**src/rtl/xm_pkg.sv**
```systemverilog
// Shared definitions for the XM memory access unit.
// - xm_mem_state_t : access FSM states (IDLE, BUS, DONE)
// - BE_WORD/BE_LO/BE_HI : byte-enable patterns for the two 8-bit lanes
// - MEM_RD/MEM_WR  : encoding of the read/write select from the control plane
package xm_pkg;

  typedef enum logic [1:0] {
    IDLE = 2'd0,
    BUS  = 2'd1,
    DONE = 2'd2
  } xm_mem_state_t;

  localparam logic [1:0] BE_WORD = 2'b11;
  localparam logic [1:0] BE_LO   = 2'b01;
  localparam logic [1:0] BE_HI   = 2'b10;

  localparam logic MEM_RD = 1'b0;
  localparam logic MEM_WR = 1'b1;

endpackage

```
**src/rtl/xm_mem_lane.sv**
```systemverilog
// Byte-lane steering for a 16-bit word bus (purely combinational).
// Ports:
//   i_byte  in   1     1 = byte access, 0 = word access
//   i_adr0  in   1     address bit 0 (selects the lane for byte accesses)
//   i_wdata in   WORD  store data (byte store uses [7:0])
//   i_rdata in   WORD  raw bus read data
//   o_be    out  2     byte enables
//   o_wdata out  WORD  bus write data (byte stores replicated on both lanes)
//   o_rdata out  WORD  load result (byte loads zero-extended)
module xm_mem_lane
  import xm_pkg::*;
#(
  parameter int WORD = 16
) (
  input  logic            i_byte,
  input  logic            i_adr0,
  input  logic [WORD-1:0] i_wdata,
  input  logic [WORD-1:0] i_rdata,
  output logic [1:0]      o_be,
  output logic [WORD-1:0] o_wdata,
  output logic [WORD-1:0] o_rdata
);

  always_comb begin
    o_be    = BE_WORD;
    o_wdata = i_wdata;
    o_rdata = i_rdata;
    if (i_byte) begin
      o_be    = i_adr0 ? BE_HI : BE_LO;
      // Replicating the byte lets the bus slave pick whichever lane is enabled.
      o_wdata = {i_wdata[7:0], i_wdata[7:0]};
      o_rdata = {8'h00, (i_adr0 ? i_rdata[WORD-1:8] : i_rdata[7:0])};
    end
  end

endmodule

```
**src/rtl/xm_mem_ctrl.sv**
```systemverilog
// Memory access unit downstream of the XM control plane. Accepts one request,
// runs a single handshaked transaction on the external word bus, and reports
// completion for exactly one DONE cycle.
// Ports:
//   clk_i, arst_i (async, active-low)
//   memEn_i/memRW_i/byteOp_i/adr_i/wrData_i : request from the control plane
//   memBusy_o : stall (combinational, rises in the request cycle)
//   memWr_o/alignErr_o/busErr_o : DONE-cycle pulses
//   rdData_o  : load result, valid from DONE until the next load completes
//   busReq_o/busWe_o/busAdr_o/busBe_o/busWdata_o : registered bus outputs
//   busRdata_i/busAck_i : bus response
module xm_mem_ctrl
  import xm_pkg::*;
#(
  parameter int WORD        = 16,
  parameter int ADDR        = 16,
  parameter int TIMEOUT_CYC = 15
) (
  input  logic            clk_i,
  input  logic            arst_i,
  input  logic            memEn_i,
  input  logic            memRW_i,
  input  logic            byteOp_i,
  input  logic [ADDR-1:0] adr_i,
  input  logic [WORD-1:0] wrData_i,
  output logic            memBusy_o,
  output logic            memWr_o,
  output logic [WORD-1:0] rdData_o,
  output logic            alignErr_o,
  output logic            busErr_o,
  output logic            busReq_o,
  output logic            busWe_o,
  output logic [ADDR-1:0] busAdr_o,
  output logic [1:0]      busBe_o,
  output logic [WORD-1:0] busWdata_o,
  input  logic [WORD-1:0] busRdata_i,
  input  logic            busAck_i
);

  // Last counter value before abort; unused when the timeout is disabled.
  localparam logic [7:0] TO_LAST = 8'(TIMEOUT_CYC - 1);

  xm_mem_state_t r_state;
  xm_mem_state_t w_state_next;

  logic            r_rw;
  logic            r_byte;
  logic            r_adr0;
  logic            r_err;
  logic [7:0]      r_cnt;
  logic [WORD-1:0] r_rdata;
  logic            r_bus_req;
  logic            r_bus_we;
  logic [ADDR-1:0] r_bus_adr;
  logic [1:0]      r_bus_be;
  logic [WORD-1:0] r_bus_wdata;

  logic            w_sel_byte;
  logic            w_sel_adr0;
  logic [1:0]      w_be;
  logic [WORD-1:0] w_wdata;
  logic [WORD-1:0] w_rdata;
  logic            w_timeout;

  // In IDLE the lane logic steers the incoming request (to load the bus
  // registers); afterwards it steers the read data using the latched request.
  assign w_sel_byte = (r_state == IDLE) ? byteOp_i : r_byte;
  assign w_sel_adr0 = (r_state == IDLE) ? adr_i[0] : r_adr0;

  xm_mem_lane #(.WORD(WORD)) u_lane (
    .i_byte  (w_sel_byte),
    .i_adr0  (w_sel_adr0),
    .i_wdata (wrData_i),
    .i_rdata (busRdata_i),
    .o_be    (w_be),
    .o_wdata (w_wdata),
    .o_rdata (w_rdata)
  );

  assign w_timeout = (TIMEOUT_CYC != 0) && (r_cnt == TO_LAST);

  always_ff @(posedge clk_i or negedge arst_i) begin
    if (!arst_i) r_state <= IDLE;
    else         r_state <= w_state_next;
  end

  always_comb begin
    w_state_next = r_state;
    case (r_state)
      IDLE:    if (memEn_i) w_state_next = BUS;
      BUS:     if (busAck_i || w_timeout) w_state_next = DONE;
      DONE:    w_state_next = IDLE;
      default: w_state_next = IDLE;
    endcase
  end

  always_ff @(posedge clk_i or negedge arst_i) begin
    if (!arst_i) begin
      r_rw        <= 1'b0;
      r_byte      <= 1'b0;
      r_adr0      <= 1'b0;
      r_err       <= 1'b0;
      r_cnt       <= 8'd0;
      r_rdata     <= '0;
      r_bus_req   <= 1'b0;
      r_bus_we    <= 1'b0;
      r_bus_adr   <= '0;
      r_bus_be    <= 2'b00;
      r_bus_wdata <= '0;
    end else begin
      case (r_state)
        IDLE: begin
          if (memEn_i) begin
            r_rw        <= memRW_i;
            r_byte      <= byteOp_i;
            r_adr0      <= adr_i[0];
            r_err       <= 1'b0;
            r_cnt       <= 8'd0;
            r_bus_req   <= 1'b1;
            r_bus_we    <= memRW_i;
            r_bus_adr   <= {adr_i[ADDR-1:1], 1'b0};
            r_bus_be    <= w_be;
            r_bus_wdata <= w_wdata;
          end
        end
        BUS: begin
          // Ack is checked first so a simultaneous timeout never flags an error.
          if (busAck_i) begin
            r_bus_req <= 1'b0;
            r_bus_we  <= 1'b0;
            if (r_rw == MEM_RD) r_rdata <= w_rdata;
          end else if (w_timeout) begin
            r_bus_req <= 1'b0;
            r_bus_we  <= 1'b0;
            r_rdata   <= '0;
            r_err     <= 1'b1;
          end else begin
            r_cnt <= r_cnt + 8'd1;
          end
        end
        default: ;
      endcase
    end
  end

  assign memBusy_o  = ((r_state == IDLE) && memEn_i) || (r_state == BUS);
  assign memWr_o    = (r_state == DONE) && (r_rw == MEM_WR);
  assign alignErr_o = (r_state == DONE) && !r_byte && r_adr0;
  assign busErr_o   = (r_state == DONE) && r_err;
  assign rdData_o   = r_rdata;

  assign busReq_o   = r_bus_req;
  assign busWe_o    = r_bus_we;
  assign busAdr_o   = r_bus_adr;
  assign busBe_o    = r_bus_be;
  assign busWdata_o = r_bus_wdata;

endmodule

```
**config.mk**
```make
export PLATFORM = sky130hd
export DESIGN_NAME = xm_mem_ctrl
export DESIGN_NICKNAME = d
export VERILOG_FILES = /design/src/rtl/xm_pkg.sv /design/src/rtl/xm_mem_lane.sv /design/src/rtl/xm_mem_ctrl.sv
export SDC_FILE = /design/constraint.sdc
export NUM_CORES = 1
export LEC_CHECK = 0
export ABC_AREA = 1
export BUFFER_PORTS_ARGS = -buffer_cell sky130_fd_sc_hd__buf_4
export CAP_MARGIN = 20
export CORE_UTILIZATION = 46
export CTS_BUF_LIST = sky130_fd_sc_hd__clkbuf_8
export DETAILED_ROUTE_END_ITERATION = 8
export PLACE_DENSITY = 0.78
export SYNTH_ARGS = -nofsm -noshare
export SYNTH_HDL_FRONTEND = slang
export SYNTH_SLANG_ARGS = --single-unit
```
**constraint.sdc**
```tcl
create_clock -name clk_i -period 1.4 [get_ports clk_i]
set_input_delay 0.21 -clock clk_i [delete_from_list [all_inputs] [get_ports clk_i]]
set_output_delay 0.21 -clock clk_i [all_outputs]
set_load 0.005 [all_outputs]
```
* Word level (Yosys, flattened, before mapping) *
Index checks and enable logic that the tools add are counted.

word-level totals
  register bits = 65
  bits in latches = 0
  memory bits (writable) = 0
  bits in read-only memories = 0
  bits of input ports = 54
  output and inout bits = 56
  logic and storage cells = 67
  memories = 0

cells by class
  add/subtract/negate cells = 1
  multiply operators = 0
  div/mod/pow operators = 0
  order comparisons = 0
  equality and inequality tests = 10
  shift-type cells = 0
  mux-type cells = 27
  bitwise operators = 0
  reduce and logical (&&, ||, !) cells = 17

operators by type and width
  cell                 count
  $mux 16              5
  $mux 8               4
  $pmux 8 s2           1
  $ne 2x2->1 const B   6
  $mux 1               9
  $add 8x1->8 const B  1
  $eq 8x4->1 const B   1
  $mux 2               4
  $reduce_and 4->1     2
  $pmux 1 s2           3
  $reduce_and 3->1     2
  $logic_and 1x1->1    5
  $pmux 2 s2           1
  $reduce_and 2->1     2
  $reduce_bool 2->1    2
  $ne 3x3->1 const B   1
  $eq 2x1->1 const B   1
  $eq 2x2->1 const B   1
  $logic_not 2->1      1
  $logic_or 1x1->1     2
  $logic_not 1->1      1

* Longest topological paths before layout *
  word-level depth = 6
  mapped depth = 9
  depth with buffers taken out = 9

* By module *
From an unflattened synthesis, not the netlist that was laid out.

unflattened totals
  cells, all modules = 415
  area, all modules = 3229.3 µm²

by module, submodules not included
  module       instances  cells an instance  area an instance (µm²)  sequential area each (µm²)
  xm_mem_ctrl  1          335                2816.5                  1626.6
  xm_mem_lane  1          80                 412.9                   0.0

* Least setup slack after synthesis *
No wires, ideal clock.

  path kind = register -> register
  from = register r_cnt[0]
  to = register r_rdata[6], in the netlist rdData_o[6]
  setup time = 0.116 ns
  data arrival time = 1.293 ns
  data required time = 1.284 ns
  slack = -0.010 ns
  stages on the path, launching flop included = 9
  path buffers = 1
  period minus slack after synthesis = 1.410 ns
  cell sequence = dfrtp_1 > inv_1 > ha_1 > nand3_1 > o21ai_2 > nand3_2 > buf_4 > nand2_1 > nand2_1

between the ends
  word-level cells in the longest chain between the ends = 3

ends and longest elaborated chain
  item                         line                RTL
  start, declared              xm_mem_ctrl.sv:50   logic [7:0] r_cnt;
  start signal, assigned       xm_mem_ctrl.sv:138  r_cnt <= r_cnt + 8'd1;
  $eq 8x4->1                   xm_mem_ctrl.sv:80   assign w_timeout = (TIMEOUT_CYC != 0) && (r_cnt == TO_LAST);
  $reduce_bool 2->1 (no line)  --
  $reduce_and 3->1 (no line)   --
  end signal, assigned         xm_mem_ctrl.sv:131  if (r_rw == MEM_RD) r_rdata <= w_rdata;
  end, declared                xm_mem_ctrl.sv:51   logic [WORD-1:0] r_rdata;

No other way between the ends.
A chain may end at the register's enable or synchronous reset.

* Worst setup path in the final report *
  from = register r_cnt[3]
  to = register r_cnt[7]

between the ends
  word-level cells in the longest chain between the ends = 4
  elaborated cells between the ends (all ways) = 7
  those cells by class = add/sub: 1; eq/ne: 2; mux: 3; reduce/logical: 1

ends and longest elaborated chain
  item         line                RTL
  $add 8x1->8  xm_mem_ctrl.sv:138
  $mux 8       xm_mem_ctrl.sv:132  end else if (w_timeout) begin
  $mux 8       xm_mem_ctrl.sv:128  if (busAck_i) begin
  $pmux 8 s2   xm_mem_ctrl.sv:111  case (r_state)

Parallel ways exist; a longest one is shown, timed or not. The select of a mux whose other input is x is not followed.

==> results.py <==
metrics = {
    "setup_path": {
        "arrival_ps": 1840,
        "worst_r2r_path_depth": 9,
        "cp.required_ps": 1670,
        "endpoint_kind": "flip-flop",
        "r2r_start": "r_cnt[3]$_DFFE_PN0P_",
        "cp-start-kind": "flip-flop",
        "crit_family": "simple AND/OR/NAND/NOR gates",
        "cp_cell_sequence": "buf_4 > nand2_1 > nor2_2 > nand2_1 > nand2_1 > nand2_1 > nor2_1 > nand2_2 > nand2_1",
        "critical_path_class": "flip-flop to flip-flop",
        "slowest_stage": "dfrtp_1",
        "reg2reg_slack_ps": -170,
        "crit_fanout": 4,
        "r2r_end": "r_cnt[7]$_DFFE_PN0P_",
        "slowest_delay_ps": 420,
        "cp_common_cell": "nand2_1",
        "path_buf_inv": 1,
    },
    "placement": {
        "io_buffers": 108,
        "gp_congestion": 0.826,
        "place_area_um2": 3950,
        "dp_hpwl_um": 5350,
    },
    "global_route": {
        "grt_pass1_wl_um": 12800,
        "gr-total-overflow": 0,
        "grt_pass1_vias": 2769,
        "antenna_found_initial": 0,
        "grtUsageTotal": 0.259,
        "grt_max_degree": 30,
    },
    "clock_network": {
        "clock_tree.buffer_depth": 2,
        "htreeDepth": 3,
        "ctsRootBufferMaster": "clkbuf_8",
        "path_clk_slew_ps": 70,
        "cts_tree": "done",
        "cts_made_buffers": 9,
        "cts_sinks": 65,
        "insertion_delay_ps": 330,
    },
    "logic_synthesis": {
        "ys_seq_area_frac": 0.555,
        "synth_flop_cell": "dfrtp_1",
        "ys_top_cells_by_count": "nand2_1 (184), dfrtp_1 (65), nand3_1 (28), nor2_1 (28), o21ai_0 (22)",
        "async_reset_ff_frac": 1.00,
        "syn-cell-area_um2": 2930,
        "synth_edf_count": 0,
        "synth_top_area_cell": "dfrtp_1",
        "yosysMostFrequentCell": "nand2_1",
        "synthDistinctLibCells": 22,
        "syn_inst": 369,
        "synth_top_area_frac": 0.555,
        "ys_ff_latch": 65,
        "synthTopCellsByArea": "dfrtp_1 (56%), nand2_1 (24%), nand3_1 (4.8%), o21ai_0 (3.8%), nor2_1 (3.6%)",
        "synth.avg_cell_area_um2": 7.94,
        "synthesis.nets": 425,
        "ys_warn_count": 0,
    },
    "job": {
        "maxCapViolCount": 0,
    },
    "floorplan": {
        "io_pins": 110,
        "dieWidth_um": 81.8,
        "row_count": 28,
        "core-area_um2": 6030,
        "dieArea_um2": 6690,
        "die_y_um": 81.8,
        "initial_core_util": 0.486,
    },
    "timing": {
        "max_freq_mhz": 637,
        "worst_slack_ps": -169,
        "hold_viol_final": 0,
        "maxSlewViolCount": 0,
        "rsz0062_at_grt": "true",
        "setup_tns_ps": -2090,
        "fin_hold_ws_ps": 73.8,
        "finClkSkew_ps": 9.78,
        "setup_viol": 28,
        "layout_min_cycle_time_ps": 1570,
        "finalCritPeriodShare": 1.12,
    },
    "cells_and_area": {
        "drive_above_1_share": 0.414,
        "fillers": 410,
        "seq_area_um2": 1630,
        "n_antenna_cell": 0,
        "stdcell_area_um2": 4500,
        "fin_nets": 557,
        "multi_input_area_um2": 1410,
        "area.growth.synth_to_final_pct": 53.7,
    },
    "status": {
        "outcome": "finished, violations left",
        "violations": "setup timing",
    },
    "power": {
        "irDropWorstVdd_mv": 1.09,
        "powerDensity_nw_per_um2": 1730,
        "leakagePower_uw": 0.00240,
    },
    "drt": {
        "ant_nets": 0,
        "dr.first_iter.drc_count": 243,
        "detail_route.first_pass.iterations": 5,
        "vias_per_cell": 5.19,
        "routed_wl_um": 8670,
        "vias": 3013,
        "drc": 0,
        "wl_per_cell_um": 15.0,
    },
    "worst_hold_path": {
        "hold_class": "input pin to flip-flop",
        "hold_depth": 3,
        "holdPathEnd": "busAdr_o[4]$_DFFE_PN0P_",
        "hp-start": "adr_i[4]",
    },
}
## flip-flops by register name (all words and copies together), names as in the netlist
name	flops
busAdr_o	15
busBe_o	2
busReq_o	1
busWdata_o	16
busWe_o	1
r_adr0	1
r_byte	1
r_cnt	8
r_err	1
r_rw	1
r_state	2
rdData_o	16
## stage by stage
stage	worst slack (ps)	utilization	instances	power, µW
after floorplan	4.54	-	369	4140
after global placement	25.9	0.655	556	5690
after detailed placement	-89.5	0.655	556	5760
after CTS	-32.1	0.706	577	7340
after global routing	-295	0.748	580	8310
final	-169	0.748	580	7780
## layout by cell type (no fill, tap or decap), types with 2 or more instances in the layout
cell      count
inv_2         5
clkbuf_8     10
buf_6         9
ha_4          2
nand3_2       4
dfrtp_1      64
buf_12        6
nand2_4       8
nand2_2      23
clkinv_2      2
o21ai_2       2
buf_4       120
o21ai_1      10
nand3_1      23
nand2_1     153
nor2_2        7
nand3_4       2
o21ai_0      10
inv_1         8
nor2_1       20
nor3b_1       2
## worst min-delay path, stage by stage
cell     delay (ps)
buf_4            70
nand2_1          40
nand2_1          50
## where the power goes
part           internal (µW)  total [µW]  switching, µW
Clock                    662        1350            684
Sequential              2560        3040            483
Combinational           1740        3390           1660
Total                   4950        7780           2820
## what timing repair did
| item | 4_1_cts | 5_1_grt |
|---|---|---|
| buffers inserted | 4 | 2 |
| gates resized for setup | 18 | 77 |
| endpoints found under the setup margin | 24 | 57 |
| pin swaps | 4 | 16 |
| hold endpoints to repair | 20 | 0 |
| hold buffers | 1 | 0 |
| gates cloned | 1 | 1 |
## layer usage
layer | share of wire | vias up | global-route usage
li1 | - | 1421 | -
met1 | 0.39 | 1438 | 0.339
met2 | 0.51 | 130 | 0.407
met3 | 0.073 | 24 | 0.0711
met4 | 0.029 | 0 | 0.0982
met5 | 0 | - | 0
## kinds of logic after synthesis
group / synth area share
AND/OR/NAND/NOR: 0.339
AO/OA/AOI/OAI: 0.0470
XOR/XNOR: 0.00299
adder cells (fa/ha/maj): 0.00854
flip-flops: 0.555
other: 0.00128
buffers and inverters: 0.0461
## cell type report
cell class              instances  share of cell area
well taps                      75              0.0208
repair buffers                137               0.257
inverters                      12              0.0111
clock buffers                  10              0.0306
clock inverters                 5             0.00556
multi-input cells             276               0.313
flip-flops and latches         65               0.361
## how the worst max path moves through the flow
stage	cells after the start	slack (ps)	to	startpoint
4_1_cts	4	-30	alignErr_o	r_state[0]$_DFFE_PN0P_
2_1_floorplan	8	5	rdData_o[6]$_DFFE_PN0P_	r_cnt[0]$_DFFE_PN0P_
5_1_grt	9	-290	r_cnt[7]$_DFFE_PN0P_	r_cnt[3]$_DFFE_PN0P_
6_report	9	-170	r_cnt[7]$_DFFE_PN0P_	r_cnt[3]$_DFFE_PN0P_
3_5_place_dp	7	-90	r_cnt[4]$_DFFE_PN0P_	r_cnt[0]$_DFFE_PN0P_
3_3_place_gp	7	30	r_cnt[4]$_DFFE_PN0P_	r_cnt[0]$_DFFE_PN0P_
(Power assumes the default switching activity.)
